**src/rtl/branch_resolve_queue.sv**
```systemverilog
// rtl/branch_resolve_queue.sv - in-order branch resolve queue feeding predictor feedback and fetch redirect
// Optional statistics counters are enabled by defining BRQ_STATS_EN.
module branch_resolve_queue #(
    parameter int DEPTH = 8,
    parameter int AW    = 64
) (
    input  logic                       clk,
    input  logic                       rst_n,
    input  logic                       enq_valid,
    output logic                       enq_ready,
    input  logic [AW-1:0]              enq_pc,
    input  logic                       enq_pred_taken,
    input  logic [AW-1:0]              enq_pred_target,
    input  logic                       res_valid,
    output logic                       res_ready,
    input  logic                       res_taken,
    input  logic [AW-1:0]              res_target,
    input  logic                       flush,
    output logic                       feedback_valid,
    output logic [AW-1:0]              instrAddr_to_feedback,
    output logic                       feedback_branch_taken,
    output logic                       redirect_valid,
    output logic [AW-1:0]              redirect_pc,
    output logic [$clog2(DEPTH):0]     count
`ifdef BRQ_STATS_EN
    ,
    output logic [31:0]                stat_resolved,
    output logic [31:0]                stat_mispredict
`endif
);

    localparam int IW = $clog2(DEPTH);
    localparam int PW = IW + 1;

    // Entry storage; contents are don't-care after reset, so no reset is applied.
    logic [AW-1:0] mem_pc_q          [DEPTH];
    logic          mem_pred_taken_q  [DEPTH];
    logic [AW-1:0] mem_pred_target_q [DEPTH];

    // Pointers carry an extra wrap bit above the index.
    logic [PW-1:0] head_q, head_d;
    logic [PW-1:0] tail_q, tail_d;

    logic          feedback_valid_q, feedback_valid_d;
    logic [AW-1:0] feedback_addr_q, feedback_addr_d;
    logic          feedback_taken_q, feedback_taken_d;
    logic          redirect_valid_q, redirect_valid_d;
    logic [AW-1:0] redirect_pc_q, redirect_pc_d;

    logic          full;
    logic          empty;
    logic          enq_fire;
    logic          res_fire;
    logic [IW-1:0] head_idx;
    logic [IW-1:0] tail_idx;
    logic [AW-1:0] head_pc;
    logic          head_pred_taken;
    logic [AW-1:0] head_pred_target;
    logic          mispredict;

    assign head_idx = head_q[IW-1:0];
    assign tail_idx = tail_q[IW-1:0];

    assign full  = (head_idx == tail_idx) && (head_q[IW] != tail_q[IW]);
    assign empty = (head_q == tail_q);

    // Flush blocks both handshakes; a full queue never bypasses on a same-cycle pop.
    assign enq_ready = !full && !flush;
    assign res_ready = !empty && !flush;

    assign enq_fire = enq_valid && enq_ready;
    assign res_fire = res_valid && res_ready;

    assign head_pc          = mem_pc_q[head_idx];
    assign head_pred_taken  = mem_pred_taken_q[head_idx];
    assign head_pred_target = mem_pred_target_q[head_idx];

    // A direction mismatch, or a taken/taken pair whose targets differ, is a mispredict.
    assign mispredict = (head_pred_taken != res_taken) ||
                        (head_pred_taken && res_taken && (head_pred_target != res_target));

    // Pointer update: flush empties to head, a mispredict keeps only the popped slot boundary.
    always_comb begin
        head_d = head_q;
        tail_d = tail_q;
        if (res_fire) begin
            head_d = head_q + PW'(1);
        end
        if (flush) begin
            tail_d = head_q;
        end else if (res_fire && mispredict) begin
            // Younger entries are wrong-path; a same-cycle enqueue is dropped too.
            tail_d = head_q + PW'(1);
        end else if (enq_fire) begin
            tail_d = tail_q + PW'(1);
        end
    end

    // Feedback and redirect strobes are registered one cycle after the resolve handshake.
    always_comb begin
        feedback_valid_d = res_fire;
        feedback_addr_d  = feedback_addr_q;
        feedback_taken_d = feedback_taken_q;
        redirect_valid_d = res_fire && mispredict;
        redirect_pc_d    = redirect_pc_q;
        if (res_fire) begin
            feedback_addr_d  = head_pc;
            feedback_taken_d = res_taken;
            if (mispredict) begin
                redirect_pc_d = res_taken ? res_target : (head_pc + AW'(4));
            end
        end
    end

    // Entry write at tail on every accepted enqueue.
    always_ff @(posedge clk) begin
        if (enq_fire) begin
            mem_pc_q[tail_idx]          <= enq_pc;
            mem_pred_taken_q[tail_idx]  <= enq_pred_taken;
            mem_pred_target_q[tail_idx] <= enq_pred_target;
        end
    end

    // Pointer and output registers with asynchronous clear.
    always_ff @(posedge clk or negedge rst_n) begin
        if (!rst_n) begin
            head_q           <= '0;
            tail_q           <= '0;
            feedback_valid_q <= 1'b0;
            feedback_addr_q  <= '0;
            feedback_taken_q <= 1'b0;
            redirect_valid_q <= 1'b0;
            redirect_pc_q    <= '0;
        end else begin
            head_q           <= head_d;
            tail_q           <= tail_d;
            feedback_valid_q <= feedback_valid_d;
            feedback_addr_q  <= feedback_addr_d;
            feedback_taken_q <= feedback_taken_d;
            redirect_valid_q <= redirect_valid_d;
            redirect_pc_q    <= redirect_pc_d;
        end
    end

    assign feedback_valid        = feedback_valid_q;
    assign instrAddr_to_feedback = feedback_addr_q;
    assign feedback_branch_taken = feedback_taken_q;
    assign redirect_valid        = redirect_valid_q;
    assign redirect_pc           = redirect_pc_q;
    assign count                 = tail_q - head_q;

`ifdef BRQ_STATS_EN
    logic [31:0] stat_resolved_q, stat_resolved_d;
    logic [31:0] stat_mispredict_q, stat_mispredict_d;

    // Saturating event counters; flush does not touch them.
    always_comb begin
        stat_resolved_d   = stat_resolved_q;
        stat_mispredict_d = stat_mispredict_q;
        if (res_fire && (stat_resolved_q != 32'hFFFF_FFFF)) begin
            stat_resolved_d = stat_resolved_q + 32'd1;
        end
        if (res_fire && mispredict && (stat_mispredict_q != 32'hFFFF_FFFF)) begin
            stat_mispredict_d = stat_mispredict_q + 32'd1;
        end
    end

    // Counter registers with asynchronous clear.
    always_ff @(posedge clk or negedge rst_n) begin
        if (!rst_n) begin
            stat_resolved_q   <= '0;
            stat_mispredict_q <= '0;
        end else begin
            stat_resolved_q   <= stat_resolved_d;
            stat_mispredict_q <= stat_mispredict_d;
        end
    end

    assign stat_resolved   = stat_resolved_q;
    assign stat_mispredict = stat_mispredict_q;
`endif

endmodule

```
**config.mk**
```make
export PLATFORM = sky130hd
export DESIGN_NAME = branch_resolve_queue
export DESIGN_NICKNAME = d
export VERILOG_FILES = /design/src/rtl/branch_resolve_queue.sv
export SDC_FILE = /design/constraint.sdc
export NUM_CORES = 1
export LEC_CHECK = 0
export CORE_UTILIZATION = 40
export DETAILED_ROUTE_END_ITERATION = 6
export SLEW_MARGIN = 20
export SYNTH_ARGS = -nofsm -noshare
export SYNTH_HDL_FRONTEND = slang
export SYNTH_SLANG_ARGS = --single-unit
```
**constraint.sdc**
```tcl
create_clock -name clk -period 35.3 [get_ports clk]
set_input_delay 7.06 -clock clk [delete_from_list [all_inputs] [get_ports clk]]
set_output_delay 7.06 -clock clk [all_outputs]
set_load 0.03 [all_outputs]
```
==> summary.txt <==
===============================================================================================
Final-report hold violation count                                                             0
Unique cell type count in the Yosys netlist                                                  75
Number of endpoints failing setup at the final stage                                          0
Net count reported at finish                                                               3081
Maximum clock insertion buffer count                                                          3
CTS tree                                                                                   done
Worst-case register-to-register setup slack                                            28900 ps
Critical Path, Cell by Cell                                                        clkdlybuf4s50_1 > inv_1 > o21a_1 > clkdlybuf4s50_1
Yosys Warn Count                                                                              0
Synthesized flop and latch total                                                           1171
Transition at the pin with the smallest max-transition slack                            1080 ps
Critical Setup Path Class                                                          primary input to output pin
HPWL reported at the end of detailed placement                                         89100 µm
Die area                                                                             120000 µm²
Worst setup path startpoint                                                               flush
Busiest metal layer after global routing                                                   met2
Wire length per cell                                                                    30.0 µm
Detailed Route WL                                                                     136000 µm
Crit. End Element                                                                    output pin
Placed standard-cell area                                                             52400 µm²
Cell type with the highest occurrence count on the critical path                   clkdlybuf4s50_1
Residual overflow from global routing                                                         0
Via count                                                                                 25.6k
Met2 Track Usage GR                                                                       0.347
Largest net degree at the start of global routing                                           104
GR Util met1                                                                              0.304
CTS sink cnt                                                                               1171
Multi-input gate area in the final layout                                             12100 µm²
Endpoint with the worst hold slack                                                 instrAddr_to_feedback[59]$_DFFE_PN0P_
Cell-internal power                                                                     3.09 mW
Via count of the first global-routing pass                                                25.6k
Clock input transition at the sequential cells of the worst setup and hold paths          60 ps
Max capacitance violation total                                                               0
Pins Over Slew Limit                                                                          0
Hold Path Origin                                                                   instrAddr_to_feedback[59]$_DFFE_PN0P_
Most common flop cell mapped by yosys                                                  edfxtp_1
Area growth from synthesis to final layout                                                18.5%
Clock latency at the later pin of the worst-skew pair                                    720 ps
Slowest stage delay, CP                                                                  720 ps
Pwr dens                                                                            83.5 nW/µm²
Mean Syn Cell Area                                                                     19.1 µm²
Net switching power of the design                                                       1.61 mW
Skew final                                                                              31.1 ps
Hold buffer count at CTS                                                                      0
Drt pass-1 iters                                                                              6
Clock Root Buffer                                                                     clkbuf_16
Count of input and output buffers                                                           335
Max-slew headroom at the worst pin                                                        0.283
Comb pwr share                                                                            0.348
Portion of total power attributed to sequential cells                                     0.384
Routability congestion estimate                                                           0.836
Result of the run                                                                     completed
Net count of the mapped netlist                                                            2699
Peak supply drop                                                                      0.0474 mV
Worst hold path class                                                              flop to flop
Total setup buffers inserted after CTS                                                        0
Critical register-to-register path startpoint                                      head_q[1]$_DFFE_PN0P_
Leak                                                                                    18.8 nW
Worst Setup Start Kind                                                             primary input
Fraction of registers with async set/reset                                                0.119
Initial Utilization                                                                       0.403
Antenna violations before repair                                                             38
Number of gates resized after CTS                                                             0
Average via count per standard cell                                                        5.66
Remaining number of nets flagged by the antenna check after routing                           0
Worst Reg2Reg Path Length in Cells                                                           12
Post-synthesis cell count                                                                  2492
Sequential cell area in the final layout                                              34500 µm²
Ports placed on the boundary                                                                336
Data arrival time at the worst-slack endpoint                                           8900 ps
Final period util                                                                         0.452
Count of flip-flops with a built-in enable after synthesis                                 1032
Violation count after the first detailed-routing iteration                                 2637
Final cell area excluding filler cells                                                56300 µm²
Worst flop-to-flop path endpoint                                                   redirect_pc[36]$_DFFE_PN0P_
Total CTS buffers                                                                           118
Overall Global Routing Usage                                                              0.226
Clock share of power                                                                      0.267
Htree depth                                                                                   3
Required time at the worst-slack endpoint                                              28240 ps
Highest achievable clock rate                                                        0.0627 GHz
Fraction of layout instances using a drive strength above 1                               0.206
Setup TNS Final                                                                            0 ps
Clock period minus final worst setup slack                                             15960 ps
Filler cells                                                                               9806
Crit-path slowest cell                                                             clkdlybuf4s50_1
Switching part of the total power                                                         0.343
Number of placement rows                                                                    126
Global-route wire length before repair                                                191000 µm
Area of the mapped netlist                                                            47500 µm²
Die extent in y                                                                          347 µm
Worst Hold Path Cells                                                                         2
Unrepaired setup endpoints after global routing                                           false
Remaining design rule violation count                                                         0
Met3 track demand over resource                                                          0.0748
Die width                                                                                347 µm
Core Box Area                                                                        118000 µm²
Portion of the post-synthesis area used by sequential elements                            0.726
Critical path fanouts, max                                                                   10
===============================================================================================
cell usage after synthesis, types with 9 or more instances:
cell type | instances | area [µm²]
mux2i_1 | 112 | 1120
buf_4 | 15 | 113
and3_1 | 13 | 81.3
nor3_1 | 13 | 65.1
inv_1 | 14 | 52.6
o21ai_0 | 109 | 546
o22ai_1 | 24 | 150
xnor2_1 | 33 | 289
buf_6 | 30 | 338
or3_1 | 19 | 119
mux2_1 | 9 | 101
xor2_1 | 61 | 534
nand3_1 | 36 | 180
o31a_1 | 9 | 78.8
nand4_1 | 26 | 163
o31ai_1 | 16 | 120
nand2b_1 | 9 | 56.3
nor4_1 | 21 | 131
buf_2 | 27 | 135
dfrtp_1 | 139 | 3480
clkbuf_1 | 39 | 146
a21oi_1 | 14 | 70.1
mux2_2 | 103 | 1160
edfxtp_1 | 1032 | 31000
nor2_1 | 36 | 135
mux4_2 | 227 | 5110
nand2_1 | 177 | 664
mux2_4 | 16 | 240
flip-flops by register name, indices dropped and copies added (netlist names):
name	flops
head_q	4
feedback_branch_taken	1
mem_pred_target_q	512
mem_pc_q	512
redirect_pc	64
redirect_valid	1
tail_q	4
instrAddr_to_feedback	64
feedback_valid	1
mem_pred_taken_q	8
cell type report:
class,count,share of cell area
inverter,17,0.00122
clock inverter,76,0.0139
antenna,12,0.000534
clock buffer,148,0.0554
sequential,1171,0.613
multi-input combinational,1181,0.215
tap,1536,0.0341
timing repair buffer,385,0.0669
critical path, delay by kind of cell:
kind,cells,cell delay (ps)
AO/OA/AOI/OAI,1,240
buffers and inverters,3,1590
metal layers:
layer  vias to the layer above  part of all wire
met2                      1065              0.46
met4                        34             0.025
li1                      10800                 -
met3                       196             0.099
met5                         -            0.0016
met1                     13500              0.41
how the worst max path moves through the flow:
stage and to:
6_report enq_ready, 5_1_grt enq_ready, 4_1_cts res_ready, 3_5_place_dp res_ready, 3_3_place_gp res_ready, 2_1_floorplan mem_pc_q[0][0]$_DFFE_PP_
kinds of logic (layout without fill, tap and decap cells):
| logic type | after synthesis | count (layout) | synth area share |
|---|---|---|---|
| fa+ha+maj | 8 | 8 | 0.00227 |
| buf+inv | 140 | 626 | 0.0201 |
| xor+xnor | 94 | 94 | 0.0173 |
| mux | 468 | 468 | 0.163 |
| compound gates | 223 | 223 | 0.0300 |
| other cells | 0 | 12 | 0 |
| simple gates | 388 | 388 | 0.0408 |
| flops | 1171 | 1171 | 0.726 |
placed cells by master (no fill, tap or decap), types with 19 or more instances in the layout:
master	synthesis	final
edfxtp_1	1032	1032
clkdlybuf4s50_1	0	333
mux4_2	227	227
nand2_1	177	176
dfrtp_1	139	136
clkbuf_16	0	119
mux2i_1	112	112
o21ai_0	109	109
mux2_2	103	103
xor2_1	61	61
buf_4	15	48
nand3_1	36	36
xnor2_1	33	33
nor2_1	36	30
nand4_1	26	26
clkbuf_1	39	26
o22ai_1	24	24
clkinv_2	0	23
clkinv_1	0	22
nor4_1	21	21
or3_1	19	19
power groups by stage:
stage	sequential [mW]	clock [mW]	combinational, mW
final	1.81	1.26	1.64
after global routing	1.82	1.33	1.73
after floorplan	1.93	0	0.961
after detailed placement	1.83	0	1.65
after CTS	1.81	1.28	1.65
after global placement	1.82	0	1.63
metrics by stage:
step / instances / power [mW] / worst slack, ps / util / hold WS (ps)
final: 4526 / 4.70 / 19340 / 0.477 / 484
after global routing: 4521 / 4.88 / 19230 / 0.477 / 514
after CTS: 4514 / 4.73 / 19350 / 0.477 / 488
after detailed placement: 4290 / 3.48 / 19350 / 0.444 / 474
after global placement: 4290 / 3.45 / 19390 / 0.444 / 469
after floorplan: 2492 / 2.89 / 17850 / - / 516
Note: power is estimated with default switching activity, not from simulation.
